==> config.mk <==
export PLATFORM = sky130hd
export DESIGN_NAME = quadrature_decoder
export DESIGN_NICKNAME = d
export VERILOG_FILES = /design/src/rtl/qdec_pkg.sv /design/src/rtl/qdec_pin_sync.sv /design/src/rtl/quadrature_decoder.sv
export SDC_FILE = /design/constraint.sdc
export NUM_CORES = 1
export LEC_CHECK = 0
export CAP_MARGIN = 10
export CORE_AREA = 2 2 87 89
export DETAILED_ROUTE_END_ITERATION = 10
export DIE_AREA = 0 0 89 91
export GPL_ROUTABILITY_DRIVEN = 0
export MAX_ROUTING_LAYER = met4
export PLACE_DENSITY = 0.75
export SETUP_SLACK_MARGIN = 0.3
export SYNTH_ARGS = -nofsm -noshare
export SYNTH_HDL_FRONTEND = slang
export SYNTH_SLANG_ARGS = --single-unit
==> constraint.sdc <==
create_clock -name clk -period 3.8 [get_ports clk]
set_clock_uncertainty 0.1 [all_clocks]
set_input_delay 0.38 -clock clk [delete_from_list [all_inputs] [get_ports clk]]
set_output_delay 0.38 -clock clk [all_outputs]
set_load 0.05 [all_outputs]
==> src/rtl/qdec_pkg.sv <==
// Shared constants and step-classification helper for the quadrature decoder.
// Build option QDEC_FILTER_EN (see qdec_pin_sync) does not affect this package.
package qdec_pkg;

   // Gray-coded pin states {a,b}, in forward rotation order
   localparam logic [1:0] ST_00 = 2'b00;
   localparam logic [1:0] ST_01 = 2'b01;
   localparam logic [1:0] ST_11 = 2'b11;
   localparam logic [1:0] ST_10 = 2'b10;

   localparam logic DIR_FWD = 1'b1;
   localparam logic DIR_BWD = 1'b0;

   typedef enum logic [1:0] {
      STEP_NONE = 2'd0,
      STEP_FWD  = 2'd1,
      STEP_BWD  = 2'd2,
      STEP_ERR  = 2'd3
   } step_e;

   // State that follows st when the shaft turns one step forward
   function automatic logic [1:0] fwd_next(input logic [1:0] st);
      logic [1:0] nxt;
      case (st)
         ST_00:   nxt = ST_01;
         ST_01:   nxt = ST_11;
         ST_11:   nxt = ST_10;
         default: nxt = ST_00;
      endcase
      return nxt;
   endfunction

   // Classify the move from prev to cur
   function automatic step_e decode_step(input logic [1:0] prev, input logic [1:0] cur);
      step_e res;
      if (prev == cur)
         res = STEP_NONE;
      else if ((prev ^ cur) == 2'b11)
         res = STEP_ERR;
      else if (fwd_next(prev) == cur)
         res = STEP_FWD;
      else
         res = STEP_BWD;
      return res;
   endfunction

endpackage

==> src/rtl/qdec_pin_sync.sv <==
// Per-pin front end: 2-flop synchroniser for an asynchronous encoder pin.
// With QDEC_FILTER_EN defined, a deglitch filter follows the synchroniser: its
// output only moves after the input has held a new value for FILTER_LEN clks.
module qdec_pin_sync #(
   parameter int FILTER_LEN = 3
) (
   input  logic clk,
   input  logic reset_n,
   input  logic pin,
   output logic pin_sync
);

   logic [1:0] sync_q;

   // Two-stage metastability synchroniser
   always_ff @(posedge clk or negedge reset_n) begin
      // NOTE: state is updated with <= so every flop samples pre-edge values.
      if (!reset_n)
         sync_q <= 2'b00;
      else
         sync_q <= {sync_q[0], pin};
   end

`ifdef QDEC_FILTER_EN
   logic [3:0] stable_cnt;
   logic       filt_q;

   // Count consecutive samples that disagree with the output; adopt the new value after FILTER_LEN
   always_ff @(posedge clk or negedge reset_n) begin
      if (!reset_n) begin
         stable_cnt <= 4'd0;
         filt_q     <= 1'b0;
      end else if (sync_q[1] != filt_q) begin
         if (stable_cnt == 4'(FILTER_LEN - 1)) begin
            filt_q     <= sync_q[1];
            stable_cnt <= 4'd0;
         end else begin
            stable_cnt <= stable_cnt + 4'd1;
         end
      end else begin
         stable_cnt <= 4'd0;
      end
   end

   assign pin_sync = filt_q;
`else
   localparam int unused_filter_len = FILTER_LEN;

   assign pin_sync = sync_q[1];
`endif

endmodule

==> src/rtl/quadrature_decoder.sv <==
// Quadrature decoder: A/B pins -> signed position, direction, step period,
// stall and illegal-transition flags. Define QDEC_FILTER_EN to insert the
// per-pin deglitch filter (adds FILTER_LEN clks of latency).
module quadrature_decoder
   import qdec_pkg::*;
#(
   parameter int                    DATA_WIDTH = 16,
   parameter logic [DATA_WIDTH-1:0] TIMEOUT    = 16'hFFFF,
   parameter int                    FILTER_LEN = 3
) (
   input  logic                  clk,
   input  logic                  reset_n,
   input  logic                  encoder_a,
   input  logic                  encoder_b,
   input  logic                  clear,
   input  logic                  error_clr,
   output logic [DATA_WIDTH-1:0] position,
   output logic                  direction,
   output logic                  step_valid,
   output logic [DATA_WIDTH-1:0] period,
   output logic                  period_valid,
   output logic                  stalled,
   output logic                  quad_error
);

   localparam logic [DATA_WIDTH-1:0] ONE = {{(DATA_WIDTH-1){1'b0}}, 1'b1};

   logic                  a_s, b_s;
   logic [1:0]            cur_st, prev_st;
   logic [1:0]            prime_cnt;
   logic                  primed;
   step_e                 step;
   logic                  is_step;
   logic [DATA_WIDTH-1:0] cnt, cnt_next;

   qdec_pin_sync #(.FILTER_LEN(FILTER_LEN)) u_sync_a (
      .clk      (clk),
      .reset_n  (reset_n),
      .pin      (encoder_a),
      .pin_sync (a_s)
   );

   qdec_pin_sync #(.FILTER_LEN(FILTER_LEN)) u_sync_b (
      .clk      (clk),
      .reset_n  (reset_n),
      .pin      (encoder_b),
      .pin_sync (b_s)
   );

   assign cur_st = {a_s, b_s};
   // Reset values in the synchroniser take three edges to be replaced by the
   // real pin state in prev_st, so decoding waits until the counter reaches 3.
   assign primed = (prime_cnt == 2'd3);

   // Priming counter and previous-state register (prev_st follows cur_st every clk)
   always_ff @(posedge clk or negedge reset_n) begin
      if (!reset_n) begin
         prime_cnt <= 2'd0;
         prev_st   <= ST_00;
      end else begin
         prev_st <= cur_st;
         if (!primed)
            prime_cnt <= prime_cnt + 2'd1;
      end
   end

   // Transition classification
   always_comb begin
      // NOTE: default first so every path assigns step and no latch is inferred.
      step = STEP_NONE;
      if (primed)
         step = decode_step(prev_st, cur_st);
   end

   assign is_step  = (step == STEP_FWD) || (step == STEP_BWD);
   assign cnt_next = (cnt == TIMEOUT) ? cnt : cnt + ONE;

   // Position, direction and step pulse; clear overrides the position update
   always_ff @(posedge clk or negedge reset_n) begin
      if (!reset_n) begin
         position   <= '0;
         direction  <= DIR_BWD;
         step_valid <= 1'b0;
      end else begin
         step_valid <= is_step;
         if (is_step)
            direction <= (step == STEP_FWD) ? DIR_FWD : DIR_BWD;
         if (clear)
            position <= '0;
         else if (step == STEP_FWD)
            position <= position + ONE;
         else if (step == STEP_BWD)
            position <= position - ONE;
      end
   end

   // Step-period measurement and stall detection
   always_ff @(posedge clk or negedge reset_n) begin
      if (!reset_n) begin
         cnt          <= '0;
         period       <= '0;
         period_valid <= 1'b0;
         stalled      <= 1'b1;
      end else begin
         period_valid <= 1'b0;
         if (is_step) begin
            if (!stalled) begin
               period       <= cnt + ONE;
               period_valid <= 1'b1;
            end
            stalled <= 1'b0;
            cnt     <= '0;
         end else begin
            cnt <= cnt_next;
            if (cnt_next == TIMEOUT)
               stalled <= 1'b1;
         end
      end
   end

   // Sticky illegal-transition flag; a new error beats error_clr
   always_ff @(posedge clk or negedge reset_n) begin
      if (!reset_n)
         quad_error <= 1'b0;
      else if (step == STEP_ERR)
         quad_error <= 1'b1;
      else if (error_clr)
         quad_error <= 1'b0;
   end

endmodule

Word level (Yosys, flattened, before mapping)
Cells that the tools add are included.
- flip-flop bits (word level): 61
- logic and storage cells: 55
- output and inout port bits: 37
- add/sub/neg operators: 4
- bitwise gates (word level): 2
- eq/ne operators: 11
- reduce and logical (&&, ||, !) cells: 6
- mux-type cells: 20
- operators by type and width (cell ; number):
    $mux W16 ; 5
    $add A16 B1 Y16 const B ; 2
    $eq A16 B16 Y1 const B ; 2
    $sub A16 B1 Y16 const B ; 1
    $mux W2 ; 7
    $eq A2 B2 Y1 const B ; 5
    $mux W1 ; 7
    $pmux W2 S3 ; 1
    $eq A2 B1 Y1 const B ; 2
    $eq A2 B2 Y1 ; 2
    $reduce_bool A2 Y1 ; 2
    $reduce_bool A3 Y1 ; 1
    $add A2 B1 Y2 const B ; 1
    $logic_not A2 Y1 ; 1
    $reduce_and A2 Y1 ; 1
    $xor A2 B2 Y2 ; 1
    $logic_or A1 B1 Y1 ; 1
    $not A1 Y1 ; 1

Logic depth before layout (Yosys ltp)
- word-level depth: 14
- gate-level depth with buffers: 15
- gate-level depth less buffers: 13

Modules after synthesis
Synthesis repeated with hierarchy kept, for this count alone.
- cells, all modules: 373
- area, all modules: 3542.1 sq um
- modules (own cells, without submodules) (module ; instances ; area each (sq um) ; cells each):
    quadrature_decoder ; 1 ; 3442.1 ; 369
    qdec_pin_sync ; 2 ; 50.0 ; 2

Worst setup path after synthesis
No wires, ideal clock.
- path kind: flip-flop to flip-flop
- from: register u_sync_a.sync_q[1]
- to: register position[15]
- path slack: 45 ps
- arrival time: 3530 ps
- period minus slack after synthesis: 3755 ps
- cell stages (with the launch flop): 14
- data required time: 3575 ps
- path through: dfrtp_1 mux2_2 o211ai_1 inv_1 ha_1 clkbuf_1 inv_1 ha_1 a21oi_2 o21ai_1 a31o_1 or4b_1 o211a_1 mux2_4
- cells in the longest elaborated chain, start to end: 8
- elaborated cells between the ends (all ways): 13
- classes of those cells: eq/ne (5); mux (6); bitwise (1); reduce/logical (1)
- RTL lines (what ; line ; source):
    start, declared ; qdec_pin_sync.sv:13 ; logic [1:0] sync_q;
    start signal, assigned ; qdec_pin_sync.sv:21 ; sync_q <= {sync_q[0], pin};
    $eq A2 B2 Y1 / $xor A2 B2 Y2 (equally long branches) ; qdec_pkg.sv:40, qdec_pkg.sv:38 ;
    $mux W2 / $eq A2 B2 Y1 (equally long branches) ; qdec_pkg.sv:40, qdec_pkg.sv:38 ;
    $mux W2 ; qdec_pkg.sv:38 ; else if ((prev ^ cur) == 2'b11)
    $mux W2 * ; qdec_pkg.sv:36 ; if (prev == cur)
    $mux W2 * ; quadrature_decoder.sv:71 ; if (primed)
    $eq A2 B1 Y1 ; quadrature_decoder.sv:90 ; else if (step == STEP_FWD)
    $mux W16 ; quadrature_decoder.sv:90 ;
    $mux W16 ; quadrature_decoder.sv:88 ; if (clear)
    end signal, assigned ; quadrature_decoder.sv:91 ; position <= position + ONE;
    end signal, assigned ; quadrature_decoder.sv:93 ; position <= position - ONE;
    end, declared ; quadrature_decoder.sv:17 ; output logic [DATA_WIDTH-1:0] position,
Mark *: on every way between the ends. The rest lies on a longest branch, timed or not.
A chain may end at the register's enable or synchronous reset.

Final worst setup path
Same ends and word-level chain as after synthesis.

==> results.md <==
* Status: completed
* Tcrit/Tclk final at 90.7%
* GR peak layer: met2
* IO Port Bufs at 42
* WL/cell at 15.0 um
* Flop-to-flop setup slack at about 0.35 ns
* Minimum clock period at 3.45 ns
* CTS Buf Count at 9
* Routed vias at 2,788
* Post-CTS Hold Fix Bufs at 0
* Vias per cell at ~5.5
* Longest Clk Path Bufs at 2
* Synthesized flop and latch total at 61
* Setup TNS at 0 ns
* Initial DRC count at 123
* Hold Crit Class: in -> async
* Clock sinks at 61
* Mapped cell area at between 3000 and 4000 um2
* Ys Warns at 0
* Seq/Total Area, Yosys at 43.7%
* Worst R2R Start: u_sync_a.sync_q[1]
* Unrepaired setup endpoints after global routing: true
* ANT nets after route at 0
* Vias in the first global route at roughly 2,700
* VDD IR-drop max at 0.000300 V
* Fmax at just under 0.3 GHz
* CTS H-tree depth at 3
* Pin count of the biggest net entering global routing at 40
* ANT cells at 0
* CTS tree: done
* Clock-pin transition on the worst setup and hold timing paths at approximately 0.070 ns
* Syn Nets at 381
* Worst-margin pin slew at between 0.8 and 0.9 ns
* Leakage at 1.84 nW
* Dpl hpwl at 5.21 mm
* WHS at 0.0509 ns
* Grt ovf at 0
* Routed Wire Length at between 7 and 8 mm
* Met3 GRT Util at under 10%
* Commonest non-fill, non-tap cell in the layout: dfrtp_1
* Core area at 7140 um2
* Crit. End Element: flip-flop
* Setup CP Type: reg -> reg
* Worst-Skew Late Latency at between 0.3 and 0.4 ns
* Startpoint types: flip-flop
* Pins over their slew limit at 0
* Initial core utilization at a little under 50%
* Final Hold Fails at 0
* Worst path required time at 3.93 ns
* Max Cap Violations at 0
* Die X at 89 um
* Initial antenna violation count at 0
* Num rows at 31
* Number of synthesized flops with an enable pin at 0
* Filler Cell Count at 613
* Global-route wire length before repair at 12.7 mm
* DRT Pass-1 Iters at 4
* Slew HR at 42.9%
* Most frequent cells in the layout: dfrtp_1 (59), nand2_1 (44), clkdlybuf4s50_1 (41), o21ai_0 (27), xnor2_1 (20)
* Die Ht at 91 um
* Met2 Track Usage GR at 31.5%
* Final Setup Violations at 0
* DR DRC count at 0
* Layout Nets at around 430
* Async SR Flop Fraction at 100%
* Die area at roughly 8100 um2
* M1 GR Usage at 26.3%
* Io pins at 43
* Critical path arrival at around 3.6 ns
* Total GRT Usage at 20.5%
* Syn_area_per_cell at roughly 9.9 um2
* Syn Inst Count at 353
* Crit Path Max Fanout at 7
* PwrDens at 712 nW/um2
* Root Buffer: clkbuf_8
* R2r worst-path depth at 13
* Ys flop type: dfrtp_1
* Area Growth Syn to Fin at 23.8%
* Capturing point of the worst reg2reg path: position[15]
* Layout cells sized above 1 at 14.2%
* Distinct cells, synth at 57
## how the worst max path moves through the flow
stage                             from      endpoint  slack [ns]
finish              u_sync_a.sync_q[1]  position[15]        0.35
global route        u_sync_a.sync_q[1]  position[15]        0.25
CTS                 u_sync_a.sync_q[1]  position[15]        0.34
detailed placement  u_sync_a.sync_q[1]  position[15]        0.14
global placement    u_sync_a.sync_q[1]  position[15]        0.29
floorplan           u_sync_a.sync_q[1]  position[15]        0.35
## timing repair
item / CTS / global route
endpoints found under the setup margin: 1 / 2
gates resized for setup: 2 / 4
gates cloned: 1 / 0
pin swaps: 0 / 4
buffers inserted: 2 / 8
hold endpoints to repair: 0 / 0
## cell families after synthesis
group           Yosys count  share of synthesized area (%)
compound gates           97                           19.1
xor+xnor                 30                           7.52
fa+ha+maj                22                           8.09
buf+inv                  29                           4.12
flops                    61                           43.7
mux                       6                           1.93
simple gates            108                           15.6
## metal layers
metal	share of wire (%)	vias to the layer above	wire length, um
met1	46	1337	3460
met3	4.9	16	368
met4	2.0	0	148
met5	0	-	0
li1	-	1355	-
met2	48	80	3610
## synthesized netlist by cell type, types with 5 or more instances
cell type,instances,area share (%)
inv_1,11,1.2
xnor2_1,20,5.0
nand2b_1,5,0.89
a21oi_2,11,2.8
a21oi_1,12,1.7
dfrtp_1,60,43
xor2_1,10,2.5
clkbuf_1,9,0.97
ha_1,21,7.5
a21o_1,11,2.4
nor3_1,5,0.72
a22o_1,10,2.5
nand3_1,7,1.0
nand2_1,44,4.7
o21ai_0,27,3.9
nor2_1,18,1.9
## flip-flops by register name, indices dropped and copies added, names as in the netlist
signal / cells
prime_cnt: 2
u_sync_b.sync_q: 2
step_valid: 1
period: 16
period_valid: 1
cnt: 16
prev_st: 2
u_sync_a.sync_q: 2
quad_error: 1
direction: 1
stalled: 1
position: 16
## layout make-up
type                            instances  area (um2)  share of cell area, %
Timing Repair Buffer                   55         513                   11.8
Timing Repair inverter                  1        7.51                  0.173
Multi-Input combinational cell        263        1870                   43.1
Tap cell                               99         124                   2.86
Clock buffer                           12         165                   3.82
Clock inverter                          4        77.6                   1.79
Inverter                               12        47.5                   1.10
Sequential cell                        61        1530                   35.3
## per-stage QoR
step                cell area, um2  setup WS [ns]  cells  utilization (%)  power (mW)
floorplan                     3510          0.349    353                -        1.94
finish                        4330          0.352    507             60.7        3.08
detailed placement            3980          0.140    480             55.8        2.31
global route                  4330          0.251    507             60.7        3.26
global placement              3980          0.292    480             55.8        2.29
CTS                           4260          0.338    499             59.6        3.02
## critical path, cell delays in order (launching register included)
cell and delay (ns):
dfrtp_2 0.44, nand2b_1 0.10, o21ai_0 0.09, o211ai_1 0.35, ha_4 0.26, inv_4 0.08
buf_4 0.16, ha_2 0.20, a21oi_2 0.20, o21ai_1 0.09, a31o_1 0.23, or4b_1 0.51
o211a_1 0.23, mux2_4 0.29
## where the power goes
group,leakage [nW],internal [mW],switching (mW)
Combinational,0.922,0.631,0.902
Sequential,0.792,0.753,0.103
Clock,0.123,0.427,0.266
Total,1.84,1.81,1.27
No activity file was read; power rests on OpenSTA's default activity.
==> variant, RTL diff (same settings) <==
Register the output `quad_error` once more, cleared by the reset; this adds one clock of latency there. The other outputs are not delayed to match.
--- a/src/rtl/quadrature_decoder.sv
+++ b/src/rtl/quadrature_decoder.sv
@@ -24,6 +24,8 @@
 );
 
    localparam logic [DATA_WIDTH-1:0] ONE = {{(DATA_WIDTH-1){1'b0}}, 1'b1};
+
+   logic quad_error_s0;
 
    logic                  a_s, b_s;
    logic [1:0]            cur_st, prev_st;
@@ -121,11 +123,19 @@
    // Sticky illegal-transition flag; a new error beats error_clr
    always_ff @(posedge clk or negedge reset_n) begin
       if (!reset_n)
-         quad_error <= 1'b0;
+         quad_error_s0 <= 1'b0;
       else if (step == STEP_ERR)
-         quad_error <= 1'b1;
+         quad_error_s0 <= 1'b1;
       else if (error_clr)
-         quad_error <= 1'b0;
+         quad_error_s0 <= 1'b0;
+   end
+
+   always_ff @(posedge clk or negedge reset_n) begin
+      if (!reset_n) begin
+         quad_error <= '0;
+      end else begin
+         quad_error <= quad_error_s0;
+      end
    end
 
 endmodule
Formal check against the unedited RTL: not equivalent (Yosys sat finds a counterexample within 10 cycles, from zero or initial values and one cycle with reset_n low).
==> variant against the unedited design <==
- synthesized area grew 0.72%
- sequential cell count rose by 1
- worst setup slack better by 0.053 ns
- count of clock-buffer cells in the layout did not move
- wire length shrank 1.4%
- core utilization down 0.56 points
- final area is 0.92% lower
- power fell by 5.9%
- maximum frequency is 1.6% higher
- critical path type unchanged
- largest power group unchanged
==> variant: results (changes against the unedited design) <==
Peak supply drop=0.000258 V (was 0.000300 V); CP arrival=3.53 ns (was 3.57 ns); dpl cells=483 (was 480); vias in the first global route=2811 (was 2725); nets=430 (was 431); gr usage total=20.9% (was 20.5%); met1 wire length=3390 um (was 3460 um); Vias/cell=5.50 (about the same); Area Overhead vs Synth=21.8% (was 23.8%); DR iter-0 viols=117 (was 123); Leak=0.00181 uW (was 0.00184 uW); # Post-CTS Setup Buffers=5 (was 2); Synth area leaders=dfrtp_1, ha_1, xnor2_1 (unchanged); fraction of layout cells with a size suffix above 1=13.3% (was 14.2%); actual slew at the worst max-slew pin=0.861 ns (was 0.857 ns); status=finished clean (unchanged); register area share after synthesis=44.1% (was 43.7%); pre-CTS setup slack=0.170 ns (was 0.140 ns); Sequential Power Share=30.0% (was 27.8%); met2 usage=31.2% (was 31.5%); DP Wirelength=5360 um (was 5210 um); DRT Wirelength=7480 um (was 7590 um); WL met2=3550 um (was 3610 um); synthesized area per cell=9.95 sq um (was 9.90 sq um); area post-placement=4020 sq um (was 3980 sq um); fin cells=506 (was 507); met3 WL=330 um (was 368 um); global-route wire length before repair=13000 um (was 12700 um); M3 GR Usage=3.91% (was 5.00%); met1 Use GR=27.1% (was 26.3%); clock group share of total power=18.0% (was 22.5%)
## variant: cell families (layout without fill, tap and decap cells)
family	count (synthesis)	count (layout)	synth area share [%]
AO/OA/AOI/OAI	97	97	18.9
XOR/XNOR	30	30	7.46
adder cells (fa/ha/maj)	22	22	8.03
buffers and inverters	29	82	4.09
flip-flops	62	62	44.1
multiplexers	6	6	1.92
AND/OR/NAND/NOR	108	108	15.5
## variant: path summary, 6_finish.rpt
path                                 endpoint  slack (ns)  cells after the start
setup reg to reg                 position[15]        0.40                     12
hold / removal                   prime_cnt[0]        0.05                      1
min in group clk           u_sync_b.sync_q[1]        0.25                      0
max in group asynchronous             stalled        2.68                      2
hold reg to reg            u_sync_b.sync_q[1]        0.25                      0
setup / recovery                 position[15]        0.40                     12
## variant: final cells by class
type,count,share of cell area (%)
clock buffer,12,3.38
clock inverter,4,0.758
inverter,12,1.23
multi-input combinational,263,43.7
sequential,62,36.2
tap,99,2.89
timing repair buffer,54,11.8
